### src/rtl/quadrature_decoder_pkg.sv
// Shared types, defaults and Gray-step decode for the quadrature decoder.
package quadrature_decoder_pkg;

  localparam int unsigned DefFilterLen   = 3;
  localparam logic [7:0]  DefIndexPreset = 8'h00;

  typedef enum logic [0:0] {
    StInit,
    StTrack
  } dec_state_e;

  typedef struct packed {
    logic step_up;
    logic step_down;
    logic illegal;
  } step_t;

  // Forward order 00,01,11,10 maps onto positions 0..3.
  function automatic logic [1:0] gray_pos(input logic [1:0] ab);
    return {ab[1], ab[1] ^ ab[0]};
  endfunction

  function automatic step_t gray_step(input logic [1:0] prev, input logic [1:0] cur);
    step_t      s;
    logic [1:0] delta;
    delta       = gray_pos(cur) - gray_pos(prev);
    s.step_up   = (delta == 2'd1);
    s.step_down = (delta == 2'd3);
    s.illegal   = (delta == 2'd2);
    return s;
  endfunction

endpackage

### src/rtl/quadrature_decoder_if.sv
// Count command bus from the decoder to the downstream up/down position counter.
interface quadrature_decoder_if #(
  parameter int unsigned WIDTH = 8
);
  logic             up;
  logic             down;
  logic             load;
  logic [WIDTH-1:0] preset;

  modport master (output up, down, load, preset);
  modport slave  (input  up, down, load, preset);
endinterface

### src/rtl/quad_chan_filter.sv
// Two-flop synchronizer plus run-length glitch filter for one encoder channel.
module quad_chan_filter
  import quadrature_decoder_pkg::*;
#(
  parameter int unsigned FILTER_LEN = DefFilterLen
) (
  input  logic clock,
  input  logic clear_n,
  input  logic raw_i,
  output logic filt_o,
  output logic stable_o
);

  localparam logic [3:0] Len = 4'(FILTER_LEN);

  logic       sync1_q, sync2_q, filt_q;
  logic [3:0] run_q, agree_q;

  // agree_q counts consecutive samples equal to filt_q, saturating at Len. An accepted
  // change was itself Len identical samples, so it starts the count already saturated.
  always_ff @(posedge clock) begin
    if (!clear_n) begin
      sync1_q <= 1'b0;
      sync2_q <= 1'b0;
      filt_q  <= 1'b0;
      run_q   <= 4'd0;
      agree_q <= 4'd0;
    end else begin
      sync1_q <= raw_i;
      sync2_q <= sync1_q;
      if (sync2_q != filt_q) begin
        agree_q <= 4'd0;
        if (run_q == Len - 4'd1) begin
          filt_q  <= sync2_q;
          run_q   <= 4'd0;
          agree_q <= Len;
        end else begin
          run_q <= run_q + 4'd1;
        end
      end else begin
        run_q <= 4'd0;
        if (agree_q != Len) agree_q <= agree_q + 4'd1;
      end
    end
  end

  assign filt_o   = filt_q;
  assign stable_o = (agree_q == Len);

endmodule

### src/rtl/quadrature_decoder.sv
// Quadrature A/B/Z decoder producing one-cycle up/down/load commands for a position counter.
module quadrature_decoder
  import quadrature_decoder_pkg::*;
#(
  parameter int unsigned      FILTER_LEN   = DefFilterLen,
  parameter int unsigned      WIDTH        = 8,
  parameter logic [WIDTH-1:0] INDEX_PRESET = WIDTH'(DefIndexPreset)
) (
  input  logic                 clock,
  input  logic                 clear_n,
  input  logic                 enc_a,
  input  logic                 enc_b,
  input  logic                 enc_z,
  input  logic                 index_en,
  input  logic                 err_clr,
  quadrature_decoder_if.master cmd,
  output logic                 dir,
  output logic                 error
);

  logic a_filt, b_filt, z_filt;
  logic a_stable, b_stable, z_stable;

  quad_chan_filter #(.FILTER_LEN(FILTER_LEN)) u_filt_a (
    .clock   (clock),
    .clear_n (clear_n),
    .raw_i   (enc_a),
    .filt_o  (a_filt),
    .stable_o(a_stable)
  );

  quad_chan_filter #(.FILTER_LEN(FILTER_LEN)) u_filt_b (
    .clock   (clock),
    .clear_n (clear_n),
    .raw_i   (enc_b),
    .filt_o  (b_filt),
    .stable_o(b_stable)
  );

  quad_chan_filter #(.FILTER_LEN(FILTER_LEN)) u_filt_z (
    .clock   (clock),
    .clear_n (clear_n),
    .raw_i   (enc_z),
    .filt_o  (z_filt),
    .stable_o(z_stable)
  );

  dec_state_e state_q;
  logic [1:0] ab_prev_q;
  logic       z_prev_q;
  logic       up_q, down_q, load_q, dir_q, error_q;

  logic [1:0] ab_filt;
  step_t      step;
  logic       index_hit;

  assign ab_filt   = {a_filt, b_filt};
  assign step      = gray_step(ab_prev_q, ab_filt);
  assign index_hit = index_en && z_filt && !z_prev_q;

  // Baselines follow the filtered pins in both states, so TRACK starts from the settled value.
  always_ff @(posedge clock) begin
    if (!clear_n) begin
      state_q   <= StInit;
      ab_prev_q <= 2'b00;
      z_prev_q  <= 1'b0;
      up_q      <= 1'b0;
      down_q    <= 1'b0;
      load_q    <= 1'b0;
      dir_q     <= 1'b0;
      error_q   <= 1'b0;
    end else begin
      up_q      <= 1'b0;
      down_q    <= 1'b0;
      load_q    <= 1'b0;
      ab_prev_q <= ab_filt;
      z_prev_q  <= z_filt;
      if (err_clr) error_q <= 1'b0;
      unique case (state_q)
        StInit: begin
          if (a_stable && b_stable && z_stable) state_q <= StTrack;
        end
        StTrack: begin
          if (step.illegal) error_q <= 1'b1;
          if (index_hit) begin
            load_q <= 1'b1;
          end else begin
            up_q   <= step.step_up;
            down_q <= step.step_down;
          end
          if (step.step_up) begin
            dir_q <= 1'b1;
          end else if (step.step_down) begin
            dir_q <= 1'b0;
          end
        end
      endcase
    end
  end

  assign cmd.up     = up_q;
  assign cmd.down   = down_q;
  assign cmd.load   = load_q;
  assign cmd.preset = INDEX_PRESET;
  assign dir        = dir_q;
  assign error      = error_q;

endmodule

### src/flat_wrapper.sv
// flat-port wrapper written by rule: the top's interface ports become plain ports
module quadrature_decoder_flat import quadrature_decoder_pkg::*;
#(
  parameter int unsigned      FILTER_LEN   = DefFilterLen,
  parameter int unsigned      WIDTH        = 8,
  parameter logic [WIDTH-1:0] INDEX_PRESET = WIDTH'(DefIndexPreset)
)
  (clock, clear_n, enc_a, enc_b, enc_z, index_en, err_clr, dir, error, cmd_up, cmd_down, cmd_load, cmd_preset);
  quadrature_decoder_if #(.WIDTH(WIDTH)) cmd_i ();
  input  logic clock;
  input  logic clear_n;
  input  logic enc_a;
  input  logic enc_b;
  input  logic enc_z;
  input  logic index_en;
  input  logic err_clr;
  output logic dir;
  output logic error;
  output wire logic [$bits(cmd_i.up)-1:0] cmd_up;
  output wire logic [$bits(cmd_i.down)-1:0] cmd_down;
  output wire logic [$bits(cmd_i.load)-1:0] cmd_load;
  output wire logic [$bits(cmd_i.preset)-1:0] cmd_preset;
  assign cmd_up = cmd_i.up;
  assign cmd_down = cmd_i.down;
  assign cmd_load = cmd_i.load;
  assign cmd_preset = cmd_i.preset;
  quadrature_decoder #(.FILTER_LEN(FILTER_LEN), .WIDTH(WIDTH), .INDEX_PRESET(INDEX_PRESET)) u_core (.clock(clock), .clear_n(clear_n), .enc_a(enc_a), .enc_b(enc_b), .enc_z(enc_z), .index_en(index_en), .err_clr(err_clr), .cmd(cmd_i), .dir(dir), .error(error));
endmodule
### config.mk
export PLATFORM = sky130hd
export DESIGN_NAME = quadrature_decoder_flat
export DESIGN_NICKNAME = d
export VERILOG_FILES = /design/src/rtl/quadrature_decoder_pkg.sv /design/src/rtl/quadrature_decoder_if.sv /design/src/rtl/quad_chan_filter.sv /design/src/rtl/quadrature_decoder.sv /design/src/flat_wrapper.sv
export SDC_FILE = /design/constraint.sdc
export NUM_CORES = 1
export LEC_CHECK = 0
export ABC_CLOCK_PERIOD_IN_PS = 3010
export CAP_MARGIN = 0
export CORE_UTILIZATION = 35
export DETAILED_ROUTE_END_ITERATION = 10
export GPL_TIMING_DRIVEN = 0
export HOLD_SLACK_MARGIN = 0.1
export PLACE_DENSITY = 0.58
export REMOVE_ABC_BUFFERS = 1
export SLEW_MARGIN = 30
export SYNTH_ARGS = -nofsm -noshare
export SYNTH_HDL_FRONTEND = slang
export SYNTH_SLANG_ARGS = --single-unit
### constraint.sdc
create_clock -name clock -period 3.01 [get_ports clock]
set_clock_uncertainty 0.2 [all_clocks]
set_input_delay 0.4515 -clock clock [delete_from_list [all_inputs] [get_ports clock]]
set_output_delay 0.4515 -clock clock [all_outputs]
set_load 0.02 [all_outputs]
## After elaboration in Yosys (flattened, before gate mapping)

Index checks and enable logic that the tools add are counted.

| storage, ports and cells | value |
|---|---|
| word-level logic and storage cells | 87 |
| bits in registers | 42 |

| cells by class | value |
|---|---|
| multiplexer cells | 17 |
| bitwise gates (word level) | 7 |
| reduce and logical (&&, ||, !) cells | 18 |
| add/subtract/negate cells | 7 |
| equal/unequal tests | 15 |

Operator list:

| cell | number |
|---|---|
| $add 4x1->4 const B | 6 |
| $eq 4x2->1 const B | 6 |
| $mux 4 | 6 |
| $ne 4x2->1 const B | 3 |
| $reduce_or 3->1 | 4 |
| $reduce_and 2->1 | 5 |
| $mux 1 | 8 |
| $reduce_bool 2->1 | 4 |
| $mux 2 | 3 |
| $not 1->1 | 5 |
| $eq 2x2->1 const B | 2 |
| $logic_and 1x1->1 | 4 |
| $ne 1x1->1 | 3 |
| $eq 2x1->1 const B | 1 |
| $sub 2x2->2 | 1 |
| $xor 1x1->1 | 2 |
| $logic_not 1->1 | 1 |

## Depth between registers and ports, before layout

| depth | value |
|---|---|
| word-level depth | 5 |
| depth in mapped cells | 6 |
| depth with buffers taken out | 6 |

## Cells and area by module

A second synthesis with hierarchy kept.

| unflattened totals | value |
|---|---|
| cell total of the unflattened synthesis | 173 |
| area, all modules | 1843.0 µm² |

Modules (own cells, without submodules):

| module | seq. area each (µm²) | area an instance (µm²) | cells an instance | instances |
|---|---|---|---|---|
| quad_chan_filter | 220.2 | 484.2 | 44 | 3 |
| quadrature_decoder | 180.2 | 390.4 | 41 | 1 |

## Least setup slack after synthesis

Ideal clock, no wire load.

| path | value |
|---|---|
| path type | register to register |
| start | register u_core.u_filt_a.filt_q (netlist: u_core.u_filt_a.filt_o) |
| end | register u_core.dir_q (netlist: u_core.dir) |
| arrival time | 1.148 ns |
| stages on the path, launching flop included | 6 |
| clock period less this slack | 1.464 ns |
| setup slack | 1.546 ns |
| setup time | 0.116 ns |
| path through | dfxtp_1 > xnor2_1 > ha_1 > nor2b_1 > nor2b_1 > nor2_1 |

| between the ends | value |
|---|---|
| longest elaborated chain between the ends | 5 |

Ends and longest elaborated chain:

| item | RTL line | source |
|---|---|---|
| start, declared | quad_chan_filter.sv:16 | `logic sync1_q, sync2_q, filt_q;` |
| start signal, assigned | quad_chan_filter.sv:34 | `filt_q <= sync2_q;` |
| $xor 1x1->1 | quadrature_decoder_pkg.sv:20 | `return {ab[1], ab[1] ^ ab[0]};` |
| $sub 2x2->2 * | quadrature_decoder_pkg.sv:26 | `delta = gray_pos(cur) - gray_pos(prev);` |
| $eq 2x2->1 or $eq 2x1->1 (tied branches) | quadrature_decoder_pkg.sv:28, quadrature_decoder_pkg.sv:27 |  |
| $reduce_bool 2->1 (no line) | n/a |  |
| $reduce_and 2->1 (no line) | n/a |  |
| end signal, assigned | quadrature_decoder.sv:70 | `dir_q <= 1'b0;` |
| end signal, assigned | quadrature_decoder.sv:92 | `dir_q <= 1'b1;` |
| end signal, assigned | quadrature_decoder.sv:94 | `dir_q <= 1'b0;` |
| end, declared | quadrature_decoder.sv:51 | `logic up_q, down_q, load_q, dir_q, error_q;` |

Mark *: on every way between the ends. The rest lies on a longest branch, timed or not.
A chain may end at the register's enable or synchronous reset.

## Worst setup path after layout

| path | value |
|---|---|
| start | input clear_n |
| end | register u_core.u_filt_b.run_q[2] |

| between the ends | value |
|---|---|
| longest elaborated chain between the ends | 2 |

Ends and longest elaborated chain:

| item | RTL line | source |
|---|---|---|
| start, declared | flat_wrapper.sv:11 | `input logic clear_n;` |
| $not 1->1 (no line) | n/a |  |
| $reduce_or 3->1 (no line) | n/a |  |
| end signal, assigned | quad_chan_filter.sv:38 | `run_q <= run_q + 4'd1;` |
| end, declared | quad_chan_filter.sv:17 | `logic [3:0] run_q, agree_q;` |

Every way passes these cells.

==> flow_metrics.py <==
metrics = {
    "sta": {
        "slew_margin_rel": 0.3966,
        "finalHoldWorstSlack_ns": 0.2338,
        "setup_total_negative_slack_ns": 0,
        "period_needed_ns": 1.925,
        "rsz0062_at_grt": "false",
        "maximum_operating_frequency_mhz": 519.6,
        "total_count_of_max_transition_violations_in_the_final_report": 0,
        "post-route-period-util": 0.6394,
        "count_of_final_setup_violators": 0,
        "report.final.hold_viol_count": 0,
        "worst-slew-pin-transition_ns": 0.9023,
    },
    "worst_setup_path": {
        "cp_capture_point": "u_core.u_filt_b.run_q[2]",
        "timing.setup.critical_path_class": "in -> reg",
        "startpoint": "clear_n",
        "worst-endpoint-required_ns": 3.03,
        "critPathMaxFanout": 29,
        "crit_path_end_kind": "register",
        "critical_path.startpoint_type": "input port",
        "cp_slowest_cell": "clkdlybuf4s50_1",
        "worst-endpoint-arrival_ns": 1.95,
        "largest_stage_delay_worst_path_ns": 1.06,
        "crit_chain": "clkdlybuf4s50_1 -> nand2_1 -> nor2_1",
        "worst_r2r_path_depth": 5,
        "critical_path.reg2reg.endpoint": "u_core.cmd.up",
        "regToRegSetupSlack_ns": 1.42,
        "reg2reg_from": "u_core.u_filt_a.filt_o",
    },
    "final_layout": {
        "final_non_filler_cell_total": 259,
        "layout.filler_cells": 499,
        "fin_nets": 208,
        "antenna_cells": 0,
        "drive_above_1_share": 0.1042,
        "flow.area_growth_from_synthesis_pct": 13.31,
    },
    "run_status": {
        "outcome": "finished, final reports clean",
    },
    "floorplanning": {
        "chipHeight_um": 73.63,
        "core_area_mm2": 0.004817,
        "boundaryPins": 20,
        "core.rowCount": 25,
        "die_w_um": 73.63,
        "die-area_mm2": 0.005421,
        "initial_core_util": 0.3727,
    },
    "clocking": {
        "htree_num_levels": 2,
        "cts_tree": "built",
        "cts-buffers-inserted": 5,
        "cts-hold-fix-buffers": 0,
        "cts_root_buffer": "clkbuf_8",
        "post_cts_resize_count": 0,
        "cts.sinks": 42,
        "clkSlewWorstSetupHoldPaths_ns": 0.07,
        "clk_path_buf_depth": 2,
        "cts_setup_buffers": 0,
        "later_pin_clock_latency_in_the_skew_report_ns": 0.28,
    },
    "power_and_ir_drop": {
        "vdd_ir_drop_max_uv": 171.6,
        "leakagePower_nw": 0.7911,
        "power.density_cell_area_mw_per_mm2": 505.0,
    },
    "synth": {
        "synth_area_leaders": "dfxtp_1, ha_1, mux2i_1, nor2_1, nor3b_2",
        "cell_count_after_synthesis": 177,
        "synth_ff_type": "dfxtp_1",
        "number_of_enable_type_register_cells_in_the_synthesized_netlist": 0,
        "synth_adder_area_share": 0.06969,
        "post_synth_and_or_nand_nor_area_fraction": 0.2139,
        "netlist-cell-type-count": 26,
        "yosys.cell_count.top_type": "dfxtp_1",
        "synth-seq-area-share": 0.4683,
        "yosys.area.top_type": "dfxtp_1",
        "yosys_warnings": 0,
        "synth_area_in_xor_xnor": 0.1052,
        "avgSynthCellArea_um2": 10.14,
        "ys_top_cells_by_count": "dfxtp_1, nor2_1, ha_1, nand2_1, nor2b_1",
        "synthesized_area_fraction_occupied_by_ao_oa_aoi_and_oai_cells": 0.02927,
        "synth.top_cell.area_share": 0.4683,
        "combinational_family_with_the_most_area_after_synthesis": "simple AND/OR/NAND/NOR gates",
        "postSynth.asyncResetShare": 0,
        "synthesis.area_mm2": 0.001795,
        "share_of_synthesized_area_spent_on_multiplexers": 0.06272,
        "ys_seq_elements": 42,
    },
    "drt": {
        "wl_um": 2356,
        "wire_length_per_cell_after_detailed_routing_um": 9.097,
        "number_of_nets_with_antenna_violations_after_routing": 0,
        "detail_route.drc_violations": 0,
        "detailedRoute.firstIterationViolations": 48,
        "viasPerCell": 4.135,
        "dr_total_vias": 1071,
        "drt-pass1-iter-count": 3,
    },
    "hold_path": {
        "hold_path_class": "reg -> reg",
        "hold_start": "u_core.u_filt_a.sync1_q",
    },
    "grt": {
        "global_router_s_overall_resource_usage": 0.09980,
        "antenna_found_initial": 0,
        "first_global_vias": 974,
        "grt_start_max_net_pins": 30,
        "overflow": 0,
        "grt_first_pass_wirelength_um": 4057,
    },
    "placement": {
        "globalplace.congestion": 0.6691,
        "detailed_place_hpwl_um": 1641,
        "buffer_ports.inserted": 11,
        "dp.cells": 251,
    },
    "run": {
        "maxCapViolations": 0,
    },
}
metrics by stage:
stage | setup WS (ns) | power [W] | cell area, µm² | util
6_report | 1.085 | 0.001027 | 2034 | 0.4223
3_5_place_dp | 0.7621 | 0.0006789 | 1943 | 0.4034
3_3_place_gp | 0.7744 | 0.0006778 | 1943 | 0.4034
2_1_floorplan | 1.547 | 0.0006562 | 1749 | -
4_1_cts | 1.066 | 0.001050 | 2034 | 0.4223
5_1_grt | 0.8769 | 0.001085 | 2034 | 0.4223
routing by layer:
metal	vias to the layer above	routed length, µm	global-route usage
met2	18	1007	0.1498
met5	-	0	0
met4	0	15	0.04487
met3	2	111	0.04252
li1	583	-	-
met1	468	1221	0.1237
worst min-delay path by stage:
| stage | end | slack (ns) | cells past startpoint |
|---|---|---|---|
| 4_1_cts | u_core.u_filt_a.sync2_q | 0.24 | 1 |
| 5_1_grt | u_core.u_filt_a.sync2_q | 0.26 | 1 |
| 6_report | u_core.u_filt_a.sync2_q | 0.23 | 1 |
| 2_1_floorplan | u_core.u_filt_a.sync2_q | 0.21 | 1 |
| 3_3_place_gp | u_core.u_filt_b.sync2_q | 0.22 | 1 |
| 3_5_place_dp | u_core.u_filt_a.sync2_q | 0.22 | 1 |
state kept, by name (all words and copies together) (netlist names), 2 cells and up:
name                     flops
u_core.u_filt_z.run_q        4
u_core.ab_prev_q             2
u_core.u_filt_b.agree_q      4
u_core.u_filt_a.run_q        4
u_core.u_filt_a.agree_q      4
u_core.u_filt_b.run_q        4
u_core.u_filt_z.agree_q      4
power by group:
group	total (W)	leakage (nW)	internal, W	switching [W]
Sequential	0.000586	0.341	0.000573	0.0000133
Combinational	0.0000788	0.402	0.0000389	0.0000399
Clock	0.000362	0.0482	0.000185	0.000177
layout by cell type (no fill, tap or decap), types with 3 or more instances in the layout:
| cell type | n |
|---|---|
| dfxtp_1 | 42 |
| xnor2_1 | 8 |
| xor2_1 | 8 |
| a21oi_1 | 4 |
| o21ai_0 | 4 |
| conb_1 | 8 |
| nor3b_2 | 6 |
| nor2_1 | 22 |
| xnor2_2 | 3 |
| and2_1 | 9 |
| ha_1 | 10 |
| nand2_1 | 10 |
| mux2i_1 | 9 |
| clkdlybuf4s50_1 | 11 |
| nor2b_1 | 10 |
| clkbuf_8 | 6 |
| nand3_1 | 7 |
| inv_1 | 4 |
cell type report:
type | count | area, µm² | area share
Sequential cell | 42 | 840.8 | 0.4133
Clock inverter | 1 | 5.005 | 0.002460
Multi-Input combinational cell | 127 | 893.4 | 0.4391
Timing Repair Buffer | 11 | 110.1 | 0.05412
Tap cell | 67 | 83.83 | 0.04121
Clock buffer | 7 | 86.33 | 0.04244
Inverter | 4 | 15.01 | 0.007380
critical path: cells and delay by family:
kind                   cells  cell delay (ns)
buffers and inverters      1             1.06
AND/OR/NAND/NOR            2             0.42
logic make-up after synthesis:
family                     Yosys count
DFF                                 42
buffers and inverters               15
other                                1
muxes                               11
AOI/OAI and AO/OA                   10
adders and majority gates           10
and+or+nand+nor                     69
xor gates and xnor gates            19
No activity file was read; power rests on OpenSTA's default activity.
